==> src/rtl/ram_cmd_master.sv <==
// Command initiator for the single-port RAM: turns valid/ready read/write requests
// into {opcode, payload} command strobes and returns read data as a one-cycle response.
module ram_cmd_master #(
  parameter int ADDR_SIZE     = 8,
  parameter int DATA_SIZE     = 8,
  parameter int TIMEOUT       = 4,
  parameter int ADDR_CACHE_EN = 1
) (
  input  logic                 clk,
  input  logic                 rst,
  input  logic                 req_valid,
  output logic                 req_ready,
  input  logic                 req_write,
  input  logic [ADDR_SIZE-1:0] req_addr,
  input  logic [DATA_SIZE-1:0] req_wdata,
  input  logic                 cache_flush,
  output logic                 rsp_valid,
  output logic [DATA_SIZE-1:0] rsp_rdata,
  output logic                 rsp_error,
  output logic [((ADDR_SIZE > DATA_SIZE) ? ADDR_SIZE : DATA_SIZE)+1:0] din,
  output logic                 rx_valid,
  input  logic                 tx_valid,
  input  logic [DATA_SIZE-1:0] dout
);

  localparam int PAY_W = (ADDR_SIZE > DATA_SIZE) ? ADDR_SIZE : DATA_SIZE;
  localparam int CNT_W = $clog2(TIMEOUT + 1);

  localparam logic [1:0] ST_IDLE = 2'd0;
  localparam logic [1:0] ST_ADDR = 2'd1;
  localparam logic [1:0] ST_DATA = 2'd2;
  localparam logic [1:0] ST_WAIT = 2'd3;

  localparam logic [1:0] OP_WADDR = 2'b00;
  localparam logic [1:0] OP_WDATA = 2'b01;
  localparam logic [1:0] OP_RADDR = 2'b10;
  localparam logic [1:0] OP_RDATA = 2'b11;

  logic [1:0]           state_r;
  logic                 write_r;
  logic [ADDR_SIZE-1:0] addr_r;
  logic [DATA_SIZE-1:0] wdata_r;
  logic [ADDR_SIZE-1:0] wr_addr_c_r;
  logic [ADDR_SIZE-1:0] rd_addr_c_r;
  logic                 wr_ok_r;
  logic                 rd_ok_r;
  logic [CNT_W-1:0]     cnt_r;

  logic                 handshake_s;
  logic                 hit_s;
  logic                 miss_issue_s;
  logic [CNT_W-1:0]     cnt_inc_s;
  logic                 timeout_s;
  logic                 timeout_evt_s;

  function automatic logic [PAY_W-1:0] pad_addr(input logic [ADDR_SIZE-1:0] a);
    logic [PAY_W-1:0] p;
    p = {PAY_W{1'b0}};
    p[ADDR_SIZE-1:0] = a;
    return p;
  endfunction

  function automatic logic [PAY_W-1:0] pad_data(input logic [DATA_SIZE-1:0] d);
    logic [PAY_W-1:0] p;
    p = {PAY_W{1'b0}};
    p[DATA_SIZE-1:0] = d;
    return p;
  endfunction

  // Data-phase command for a request: write data, or a read-data fetch.
  function automatic logic [PAY_W+1:0] data_cmd(input logic wr, input logic [DATA_SIZE-1:0] d);
    if (wr) begin
      return {OP_WDATA, pad_data(d)};
    end else begin
      return {OP_RDATA, {PAY_W{1'b0}}};
    end
  endfunction

  assign req_ready   = (state_r == ST_IDLE) && !rst;
  assign handshake_s = req_valid && req_ready;
  assign cnt_inc_s   = cnt_r + {{(CNT_W-1){1'b0}}, 1'b1};
  assign timeout_s   = (cnt_inc_s == CNT_W'(TIMEOUT));

  // Address-cache lookup and cache/timeout event decode.
  always_comb begin
    hit_s         = 1'b0;
    miss_issue_s  = 1'b0;
    timeout_evt_s = 1'b0;
    if (ADDR_CACHE_EN != 0) begin
      if (req_write) begin
        hit_s = wr_ok_r && (wr_addr_c_r == req_addr);
      end else begin
        hit_s = rd_ok_r && (rd_addr_c_r == req_addr);
      end
    end else begin
      hit_s = 1'b0;
    end
    miss_issue_s = handshake_s && !hit_s;
    if ((state_r == ST_WAIT) && !tx_valid && timeout_s) begin
      timeout_evt_s = 1'b1;
    end else begin
      timeout_evt_s = 1'b0;
    end
  end

  // Cached write/read addresses; flush and reset win over a set in the same cycle.
  always_ff @(posedge clk) begin
    if (rst || cache_flush) begin
      wr_ok_r     <= 1'b0;
      rd_ok_r     <= 1'b0;
      wr_addr_c_r <= {ADDR_SIZE{1'b0}};
      rd_addr_c_r <= {ADDR_SIZE{1'b0}};
    end else begin
      if (miss_issue_s && req_write) begin
        wr_ok_r     <= 1'b1;
        wr_addr_c_r <= req_addr;
      end
      if (miss_issue_s && !req_write) begin
        rd_ok_r     <= 1'b1;
        rd_addr_c_r <= req_addr;
      end
      if (timeout_evt_s) begin
        rd_ok_r <= 1'b0;
      end
    end
  end

  // Request FSM; din/rx_valid are loaded on the edge that enters the command's state.
  always_ff @(posedge clk) begin
    if (rst) begin
      state_r   <= ST_IDLE;
      write_r   <= 1'b0;
      addr_r    <= {ADDR_SIZE{1'b0}};
      wdata_r   <= {DATA_SIZE{1'b0}};
      cnt_r     <= {CNT_W{1'b0}};
      din       <= {(PAY_W+2){1'b0}};
      rx_valid  <= 1'b0;
      rsp_valid <= 1'b0;
      rsp_rdata <= {DATA_SIZE{1'b0}};
      rsp_error <= 1'b0;
    end else begin
      rx_valid  <= 1'b0;
      rsp_valid <= 1'b0;
      case (state_r)
        ST_IDLE: begin
          if (handshake_s) begin
            write_r  <= req_write;
            addr_r   <= req_addr;
            wdata_r  <= req_wdata;
            rx_valid <= 1'b1;
            if (hit_s) begin
              state_r <= ST_DATA;
              din     <= data_cmd(req_write, req_wdata);
            end else begin
              state_r <= ST_ADDR;
              din     <= {(req_write ? OP_WADDR : OP_RADDR), pad_addr(req_addr)};
            end
          end
        end
        ST_ADDR: begin
          state_r  <= ST_DATA;
          rx_valid <= 1'b1;
          din      <= data_cmd(write_r, wdata_r);
        end
        ST_DATA: begin
          cnt_r   <= {CNT_W{1'b0}};
          state_r <= write_r ? ST_IDLE : ST_WAIT;
        end
        ST_WAIT: begin
          if (tx_valid) begin
            rsp_valid <= 1'b1;
            rsp_error <= 1'b0;
            rsp_rdata <= dout;
            state_r   <= ST_IDLE;
          end else if (timeout_s) begin
            rsp_valid <= 1'b1;
            rsp_error <= 1'b1;
            rsp_rdata <= {DATA_SIZE{1'b0}};
            cnt_r     <= cnt_inc_s;
            state_r   <= ST_IDLE;
          end else if (cnt_r != CNT_W'(TIMEOUT)) begin
            cnt_r <= cnt_inc_s;
          end
        end
        default: begin
          state_r <= ST_IDLE;
        end
      endcase
    end
  end

endmodule
==> config.mk <==
export PLATFORM = sky130hd
export DESIGN_NAME = ram_cmd_master
export DESIGN_NICKNAME = d
export VERILOG_FILES = /design/src/rtl/ram_cmd_master.sv
export SDC_FILE = /design/constraint.sdc
export NUM_CORES = 1
export LEC_CHECK = 0
export BUFFER_PORTS_ARGS = -buffer_cell sky130_fd_sc_hd__buf_4
export CELL_PAD_IN_SITES_DETAIL_PLACEMENT = 0
export CELL_PAD_IN_SITES_GLOBAL_PLACEMENT = 1
export CORE_MARGIN = 2
export CORE_UTILIZATION = 36
export CTS_CLUSTER_DIAMETER = 150
export DETAILED_ROUTE_END_ITERATION = 8
export GPL_ROUTABILITY_DRIVEN = 1
export PLACE_DENSITY_LB_ADDON = 0.1
export SLEW_MARGIN = 15
export SYNTH_ARGS = -nofsm -noshare
export SYNTH_HDL_FRONTEND = slang
export SYNTH_SLANG_ARGS = --single-unit
==> constraint.sdc <==
create_clock -name clk -period 1.72 [get_ports clk]
set_clock_uncertainty 0.05 [all_clocks]
set_input_delay 0 -clock clk [delete_from_list [all_inputs] [get_ports clk]]
set_output_delay 0 -clock clk [all_outputs]
set_load 0.02 [all_outputs]
==> impl_results.md, run 1 <==
- Crit end category: flip-flop
- R2r endpoint: state_r[1]
- Commonest non-fill, non-tap cells in the layout: 69 x buf_4, 52 x dfxtp_1, 45 x nand2_1
- Slew HR: slightly above 70%
- Req. time, crit path: 1.89 ns
- R2r setup slk: between 0.09 and 0.1 ns
- FF-to-FF Start: wr_addr_c_r[0]
- Clock Tree Buf Depth: 2
- Leak Pwr: ~0.0015 uW
- PortBufs: 51
- Synthesized area: about 0.0024 sq mm
- Area leader, netlist: dfxtp_1
- Skew-Pair Late Insertion Delay: about 0.30 ns
- Total global-route track usage: 17.2%
- Largest cells by area after synthesis: dfxtp_1 44%, mux2i_1 7.0%, nand2_1 7.0%
- GP Congestion: between 0.7 and 0.8
- Vias post-DR: around 2200
- Critical path fanouts, max: 4
- Vias in the first global route: 2107
- Clock buffer count from CTS: 5
- Mapped Nets: approximately 320
- Clock Sinks: 53
- Syn Area/Cell: between 8 and 9 sq um
- Yosys cell types: 37
- Post-route ant nets: 0
- Status: finished clean
- WL per Instance: around 14 um
- Die height: 86.1 um
- Nets: approximately 400
- First-pass DRT Iterations: 4
- Largest net degree at the start of global routing: 30
- Via density per instance: between 5 and 6
- RSZ-0062 raised after global routing: true
- CTS root buf: clkbuf_8
- Final min period: about 1.6 ns
- Final instance area: 0.00342 sq mm
- Initial antenna violation count: 0
- Yosys reg bits: 53
- Power Density: slightly above 800 mW/mm^2
- Max Fclk: roughly 620 MHz
- Most common cell after layout, fill and taps aside: buf_4
- Die X: 86.1 um
- IO Pins: 52
- Maximum vdd drop: between 0.3 and 0.4 mV
- Die area: 0.00742 sq mm
- Yosys top cell area share: 43.7%
- Final std cells w/o fill: roughly 440
- Total grt overflow: 0
- Final worst path period share: between 90% and 100%
- P&R area growth vs syn: 40.9%
- Dpl hpwl: between 4 and 5 mm
- 1st-iter DRT viols: 83
- Final WL: 6.21 mm
- Clk slew on worst S/H paths: 0.09 ns
- Reg2reg path depth: 6
- Rows: 29
- Arrival time of the worst setup path: ~1.8 ns
- Placed cell areas: approximately 0.003 sq mm
- Layout cell share with drive strength beyond 1: approximately a quarter
- First-pass GRT wire length: ~10 mm
- Synth warnings: 0
- Core box area: ~0.0064 sq mm
- CP Capture Point: state_r[1]
- Endpoints failing setup: 0
- Max-cap viol count: 0
- Critical Path Start: wr_addr_c_r[0]
- Antenna cells: 0
- Post-Syn Instances: between 200 and 300
- Crit path kind: flip-flop to flip-flop
- Slew Limit Fails: 0
- Critical Path Source Type: flip-flop
- Worst slew pin tran: 0.410 ns
- Sequential area share after synthesis: a little over two fifths
- Starting Density: between 30% and 40%
- DRC viols: 0
- Hold Path Class: input pin to flip-flop
- Dpl cells: slightly above 400
- CTS H-tree depth: 2
- Hold Violations, Final: 0
- CTS tree: done
==> how the worst min path moves through the flow <==
stage                  from    endpoint  slack [ns]  cells past startpoint
2_1_floorplan     req_write     write_r        0.06                      2
3_3_place_gp   req_wdata[2]  wdata_r[2]        0.16                      3
3_5_place_dp   req_wdata[1]  wdata_r[1]        0.16                      3
4_1_cts         cache_flush     wr_ok_r        0.12                      4
5_1_grt         cache_flush     wr_ok_r        0.14                      4
6_report        cache_flush     wr_ok_r        0.13                      4
==> per-layer routing <==
layer	part of all wire, %	vias to the layer above	wire length (um)	GRT usage, %
met3	3.6	4	222	3.18
met5	0	-	0	0
li1	-	1156	-	-
met4	0.93	0	58	3.90
met2	45	42	2810	27.0
met1	50	1037	3120	24.4
==> repair_timing <==
item,4_1_cts,5_1_grt
hold buffers,28,0
buffers inserted,0,4
endpoints found under the setup margin,1,16
resized for setup,1,11
pin swaps,0,5
endpoints found under the hold margin,46,0
==> metrics by stage <==
step	worst slack, ns	utilization [%]	hold WS [ns]	total power (uW)	TNS, ns
final	0.0949	53.2	0.133	2760	0
after global routing	-0.0284	53.2	0.141	2900	-0.0641
after CTS	0.00188	52.2	0.120	2790	0
after detailed placement	0.0108	46.0	0.163	1850	0
after global placement	0.0449	46.0	0.157	1850	0
after floorplan	0.0176	-	0.0585	1640	0
==> registers in the layout, indices dropped and copies added, names as in the netlist <==
name         cells
cnt_r            3
din             10
rd_addr_c_r      8
rd_ok_r          1
rsp_error        1
rsp_rdata        8
rsp_valid        1
rx_valid         1
state_r          2
wdata_r          8
wr_addr_c_r      8
wr_ok_r          1
write_r          1
==> synth_stat cells (all sizes together) <==
cell type / n
nor2: 17
a21o: 1
mux2i: 17
o31ai: 9
nor3: 7
a31oi: 1
and3b: 1
a211oi: 2
nand2b: 8
a22oi: 8
nand2: 45
xor2: 15
a311oi: 1
dfxtp: 53
clkbuf: 17
o21a: 1
o211ai: 2
nand3b: 1
xnor2: 1
a221oi: 1
a21oi: 21
nor2b: 1
nor4: 2
ha: 3
nand3: 12
o21ai: 11
a41oi: 9
inv: 5
and3: 3
nand4: 2
buf: 5
==> where the power goes <==
| group | switching [uW] | internal [uW] |
|---|---|---|
| clock network | 403 | 475 |
| logic | 286 | 257 |
| registers | 44.6 | 1300 |
| total | 734 | 2030 |
==> worst max-delay path, cell delays in order, from the launching register on <==
cell      delay, ns
dfxtp_2        0.34
xor2_2         0.16
nor4_4         0.32
nand3_2        0.16
buf_6          0.15
a21o_1         0.15
a221oi_2       0.21
==> kinds of logic after synthesis <==
family | Yosys count | share of synthesized area [%]
fa+ha+maj | 3 | 1.55
mux | 17 | 7.01
xor+xnor | 16 | 5.77
simple gates | 99 | 19.3
buf+inv | 27 | 4.69
flops | 53 | 43.7
compound gates | 67 | 17.9
==> cell type report <==
class	count	area (sq um)
repair buffers	99	832
clock buffers	7	86.3
fillers	622	3000
well taps	77	96.3
inverters	5	18.8
clock inverters	1	30.0
flip-flops and latches	53	1060
multi-input cells	202	1290
No activity file was read; power rests on OpenSTA's default activity.
==> run 2, diff against run 1 <==
RECOVER_POWER = 50   (was default)
==> impl_results.md, run 2 (same netlist as run 1, synthesis figures left out) <==
- Total grt overflow: 0 (unchanged)
- Initial antenna violation count: 0 (unchanged)
- Layout cell share with drive strength beyond 1: 18.5% (-5.7 points)
- Crit path kind: flip-flop to flip-flop
- Total power: 2740 uW (-1.0%)
- P&R area growth vs syn: 37.4%
- First-pass GRT wire length: 10.3 mm (unchanged)
- WL per Instance: 14.1 um (+0.85%)
- Die height: 86.1 um (unchanged)
- Cells along the critical path: xor2_2 > nor4_4 > nand3_2 > buf_6 > a21o_1 > a221oi_2
- Req. time, crit path: 1.88 ns (about the same)
- Cell family with most CP delay: simple AND/OR/NAND/NOR gates
- Starting Density: 37.8% (unchanged)
- Maximum vdd drop: 0.348 mV (+0.36%)
- Dpl hpwl: 4.16 mm (unchanged)
- RSZ-0062 raised after global routing: true
- Core box area: 0.00642 sq mm (unchanged)
- Crit end category: flip-flop
- Hold Path Class: input pin to flip-flop
- Final instance area: 0.00334 sq mm (-2.5%)
- 1st-iter DRT viols: 91 (+9.6%)
- Slew Limit Fails: 0 (unchanged)
- Post-route ant nets: 0 (unchanged)
- Nets: 399 (unchanged)
- Die X: 86.1 um (unchanged)
- Antenna cells: 0 (unchanged)
- CP max stage delay: 0.34 ns (about the same)
- Post-place setup slack: 0.0108 ns (unchanged)
- Final WL: 6.27 mm (+0.85%)
- Clock Sinks: 53 (unchanged)
- Via density per instance: 5.08 (+0.76%)
- Clk slew on worst S/H paths: 0.09 ns (about the same)
- CTS tree: done
- Power Density: 820 mW/mm^2 (+1.5%)
- Placed cell areas: 0.00295 sq mm (unchanged)
- IO Pins: 52 (unchanged)
- Clock Tree Buf Depth: 2 (unchanged)
- Final worst path period share: 94.7% (+0.22 points)
- Most common cell after layout, fill and taps aside: dfxtp_1
- CTS H-tree depth: 2 (unchanged)
- WP depth: 6 (unchanged)
- Critical Path Source Type: flip-flop
- Total global-route track usage: 17.2% (unchanged)
- Arrival time of the worst setup path: 1.79 ns (about the same)
- WP buf/inv: 1 (unchanged)
- Leak Pwr: 0.00138 uW (-6.1%)
- Slew HR: 58.9% (-14 points)
- Filler instances: 639 (+2.7%)
- Clock buffer count from CTS: 5 (unchanged)
- Most flops, register: din
- GP Congestion: 0.718 (unchanged)
- Skew-Pair Late Insertion Delay: 0.30 ns (about the same)
- Max-cap viol count: 0 (unchanged)
- Largest net degree at the start of global routing: 30 (unchanged)
- DRC viols: 0 (unchanged)
- CTS root buf: clkbuf_8
- Vias post-DR: 2256 (+0.76%)
- Max reg flops: 10 (unchanged)
- Hold Crit Depth: 4 (unchanged)
- Final min period: 1.63 ns (+0.00376 ns)
- Vias in the first global route: 2107 (unchanged)
- First-pass DRT Iterations: 4 (unchanged)
- Critical path fanouts, max: 4 (unchanged)
- PortBufs: 51 (unchanged)
- Setup slack after layout: 0.0911 ns (-0.00376 ns)
- Hold Violations, Final: 0 (unchanged)
- Final hold slack: 0.130 ns (-0.00232 ns)
- Endpoints failing setup: 0 (unchanged)
- Reg2reg path depth: 6 (unchanged)
- Die area: 0.00742 sq mm (unchanged)
- Commonest non-fill, non-tap cells in the layout: 52 x dfxtp_1, 46 x buf_4, 45 x nand2_1
- Max Fclk: 614 MHz (-0.23%)
- Status: finished clean
- Rows: 29 (unchanged)
- Worst slew pin tran: 0.616 ns (+0.206 ns)
- Slowest CP cell: dfxtp_2
-- run 2: cell types whose count changed in the layout (fill, tap and decap cells not counted) --
cell      before  now
clkbuf_1       1   22
clkbuf_2       0    2
buf_4         69   46
-- run 2: what timing repair did --
| action | in CTS | in global routing |
|---|---|---|
| setup endpoints to repair | 1 | 16 |
| hold buffers | 28 | 0 |
| pin swaps | 0 | 5 |
| setup buffers | 0 | 4 |
| gates resized for setup | 1 | 11 |
| endpoints found under the hold margin | 46 | 0 |
-- run 2: tightest hold or removal path, cell delays in order --
cell and delay (ns):
buf_4 0.07, nor2_1 0.03, buf_4 0.21, o21a_1 0.13
-- run 2: layer usage --
metal	vias up	wire length (um)	global-route usage, %
met5	-	0	0
li1	1160	-	-
met3	4	234	3.18
met2	49	2830	27.0
met1	1043	3140	24.4
met4	0	58	3.90
-- run 2: area by class of cell --
class                           count  area, sq um  share of cell area (%)
Sequential cell                    53         1060                    31.8
Tap cell                           77         96.3                    2.89
Clock buffer                        7         86.3                    2.59
Multi-Input combinational cell    202         1290                    38.8
Inverter                            5         18.8                   0.563
Timing Repair Buffer               99          748                    22.4
Clock inverter                      1         30.0                   0.900
-- run 2: report_power, final --
group	switching, uW	leakage [uW]	total [uW]	internal (uW)
combinational	287	0.000886	511	224
clock	408	0.0000585	883	475
sequential	44.2	0.000432	1340	1300
-- run 2: final timing paths --
check	from	to	slack [ns]
worst min-delay path	cache_flush	wr_ok_r	0.13
worst min register to register	rd_ok_r	rd_ok_r	0.41
worst max register to register	wr_addr_c_r[0]	state_r[1]	0.09
worst max-delay path	wr_addr_c_r[0]	state_r[1]	0.09
-- run 2: through the flow --
step / instances / utilization (%) / TNS, ns
3_5_place_dp: 405 / 46.0 / 0
2_1_floorplan: 282 / - / 0
6_report: 444 / 51.9 / 0
5_1_grt: 444 / 51.9 / -0.0704
3_3_place_gp: 405 / 46.0 / 0
4_1_cts: 441 / 52.2 / 0
==> run 3, diff against run 2 <==
PLACE_DENSITY = 0.75   (was default)
PLACE_DENSITY_LB_ADDON = default   (was 0.1)
==> impl_results.md, run 3 (same netlist as run 1, synthesis figures left out) <==
- Status: finished clean
- Combinational share of power: 17.7% (-1.0 points)
- P&R area growth vs syn: 35.4%
- Die area: 0.00742 sq mm (unchanged)
- Total power: 2830 uW (+3.4%)
- Nets: 396 (-0.75%)
- Maximum vdd drop: 0.498 mV (+43%)
- Max reg flops: 10 (unchanged)
- Clock buffer count from CTS: 5 (unchanged)
- Slew Limit Fails: 0 (unchanged)
- Power Density: 861 mW/mm^2 (+5.0%)
- Commonest non-fill, non-tap cells in the layout: 53 x dfxtp_1, 45 x nand2_1, 43 x buf_4
- Core box area: 0.00642 sq mm (unchanged)
- Slew HR: 68.4% (+9.5 points)
- 1st-iter DRT viols: 104 (+14%)
- Max Fclk: 616 MHz (+0.27%)
- Hold Crit Depth: 3 (-1)
- Total grt overflow: 0 (unchanged)
- Filler instances: 645 (+0.94%)
- R2r setup slk: 0.11 ns (+0.02 ns)
- Hold Path Class: input pin to flip-flop
- Final min period: 1.62 ns (-0.00430 ns)
- IO Pins: 52 (unchanged)
- GP Congestion: 0.754 (+5.0%)
- Clk slew on worst S/H paths: 0.09 ns (about the same)
- Die X: 86.1 um (unchanged)
- RSZ-0062 raised after global routing: false
- Final WL: 6.09 mm (-2.8%)
- PortBufs: 51 (unchanged)
- Starting Density: 37.8% (unchanged)
- R2r endpoint: wr_ok_r
- Leak Pwr: 0.00136 uW (-1.5%)
- Sequential Area: 0.00106 sq mm (-0.12%)
- Crit end category: flip-flop
- Skew-Pair Late Insertion Delay: 0.30 ns (about the same)
- Vias post-DR: 2233 (-1.0%)
- Clock Tree Buf Depth: 2 (unchanged)
- Hold EP: rd_addr_c_r[3]
- CTS H-tree depth: 2 (unchanged)
- Max-cap viol count: 0 (unchanged)
- WL per Instance: 13.8 um (-2.1%)
- Dpl hpwl: 4.14 mm (-0.49%)
- Worst slew pin tran: 0.474 ns (-0.142 ns)
- Post-CTS Setup Inserts: 0 (unchanged)
- Crit path kind: input pin to flip-flop
- Endpoints failing setup: 0 (unchanged)
- Critical Path Source Type: input pin
- Vias in the first global route: 2165 (+2.8%)
- Reg2reg path depth: 5 (-1)
- Int Pwr: 2100 uW (+5.0%)
- Critical path fanouts, max: 9 (+5)
- Die height: 86.1 um (unchanged)
- Footprint of the multi-input gates: 0.00126 sq mm (-2.6%)
- FF-to-FF Start: wr_addr_c_r[6]
- Largest net degree at the start of global routing: 29 (-3.3%)
- CTS root buf: clkbuf_8
- Switching share of total power: 25.9% (-1.1 points)
- Sequential group share of total power: 47.4% (-1.6 points)
- Rows: 29 (unchanged)
- Net Sw Power: 734 uW (-0.73%)
- Layout cell share with drive strength beyond 1: 16.2% (-2.3 points)
- First-pass GRT wire length: 10.2 mm (-0.61%)
- Clk pwr share: 34.9% (+2.6 points)
- Via density per instance: 5.06 (-0.35%)
- Total global-route track usage: 17.1% (-0.093 points)
- CTS tree: done
- Clock Sinks: 53 (unchanged)
- Final worst path period share: 94.5% (-0.25 points)
- Setup TNS: 0 ns (unchanged)
- Hold Violations, Final: 0 (unchanged)
- Arrival time of the worst setup path: 1.78 ns (about the same)
- Final std cells w/o fill: 441 (-0.68%)
- Most flops, register: din
- Post-route ant nets: 0 (unchanged)
- Most common cell after layout, fill and taps aside: dfxtp_1
- Initial antenna violation count: 0 (unchanged)
- Hold_sp: req_addr[3]
- Antenna cells: 0 (unchanged)
- First-pass DRT Iterations: 4 (unchanged)
- Dpl cells: 405 (unchanged)
- DRC viols: 0 (unchanged)
- Req. time, crit path: 1.87 ns (about the same)
==> run 3: worst max-delay path by stage <==
stage                                end      startpoint  slack, ns  cells past startpoint
after floorplan                  wr_ok_r  wr_addr_c_r[6]       0.02                      6
after global placement           wr_ok_r  wr_addr_c_r[6]       0.05                      5
after detailed placement         wr_ok_r  wr_addr_c_r[6]       0.03                      5
after CTS                 wr_addr_c_r[2]     req_addr[2]      0.002                      7
after global routing      rd_addr_c_r[6]     req_addr[1]      0.006                      8
final                            wr_ok_r     req_addr[4]        0.1                      7
==> run 3: worst max-delay path: stages <==
cell and delay (ns):
dlygate4sd3_1 0.54, buf_4 0.16, xor2_1 0.16, nor3_2 0.24, nand3_2 0.15, and3_2 0.33
o21a_1 0.20
==> run 3: per-layer routing <==
layer	vias up	track usage [%]	wire length (um)
li1	1156	-	-
met1	1041	24.0	3060
met2	32	26.6	2800
met3	4	3.18	186
met4	0	4.91	43
met5	-	0	0
==> run 3: what timing repair did <==
item / 4_1_cts / 5_1_grt
gates resized for setup: 0 / 3
hold buffers: 28 / 0
endpoints found under the hold margin: 46 / 0
setup endpoints to repair: 0 / 21
==> run 3: through the flow <==
step           hold slack, ns  setup slack, ns  instance area, sq um  util (%)
4_1_cts                0.0124          0.00193                  3370      52.4
3_5_place_dp            0.170           0.0268                  2950      46.0
2_1_floorplan          0.0585           0.0176                  2430         -
3_3_place_gp            0.156           0.0480                  2950      46.0
5_1_grt               0.00744          0.00612                  3290      51.2
6_report               0.0164           0.0954                  3290      51.2
==> run 3: power by group through the flow <==
stage	registers (uW)	logic (uW)	clock network (uW)
2_1_floorplan	1400	239	0
3_3_place_gp	1370	477	0
3_5_place_dp	1370	480	0
4_1_cts	1340	535	1020
5_1_grt	1350	552	1060
6_report	1340	501	987
==> run 3: layout make-up <==
type | count | area share (%)
inverter | 5 | 0.571
sequential | 53 | 32.3
clock inverter | 3 | 1.98
timing repair buffer | 96 | 21.8
clock buffer | 5 | 2.09
multi-input combinational | 202 | 38.3
tap | 77 | 2.93
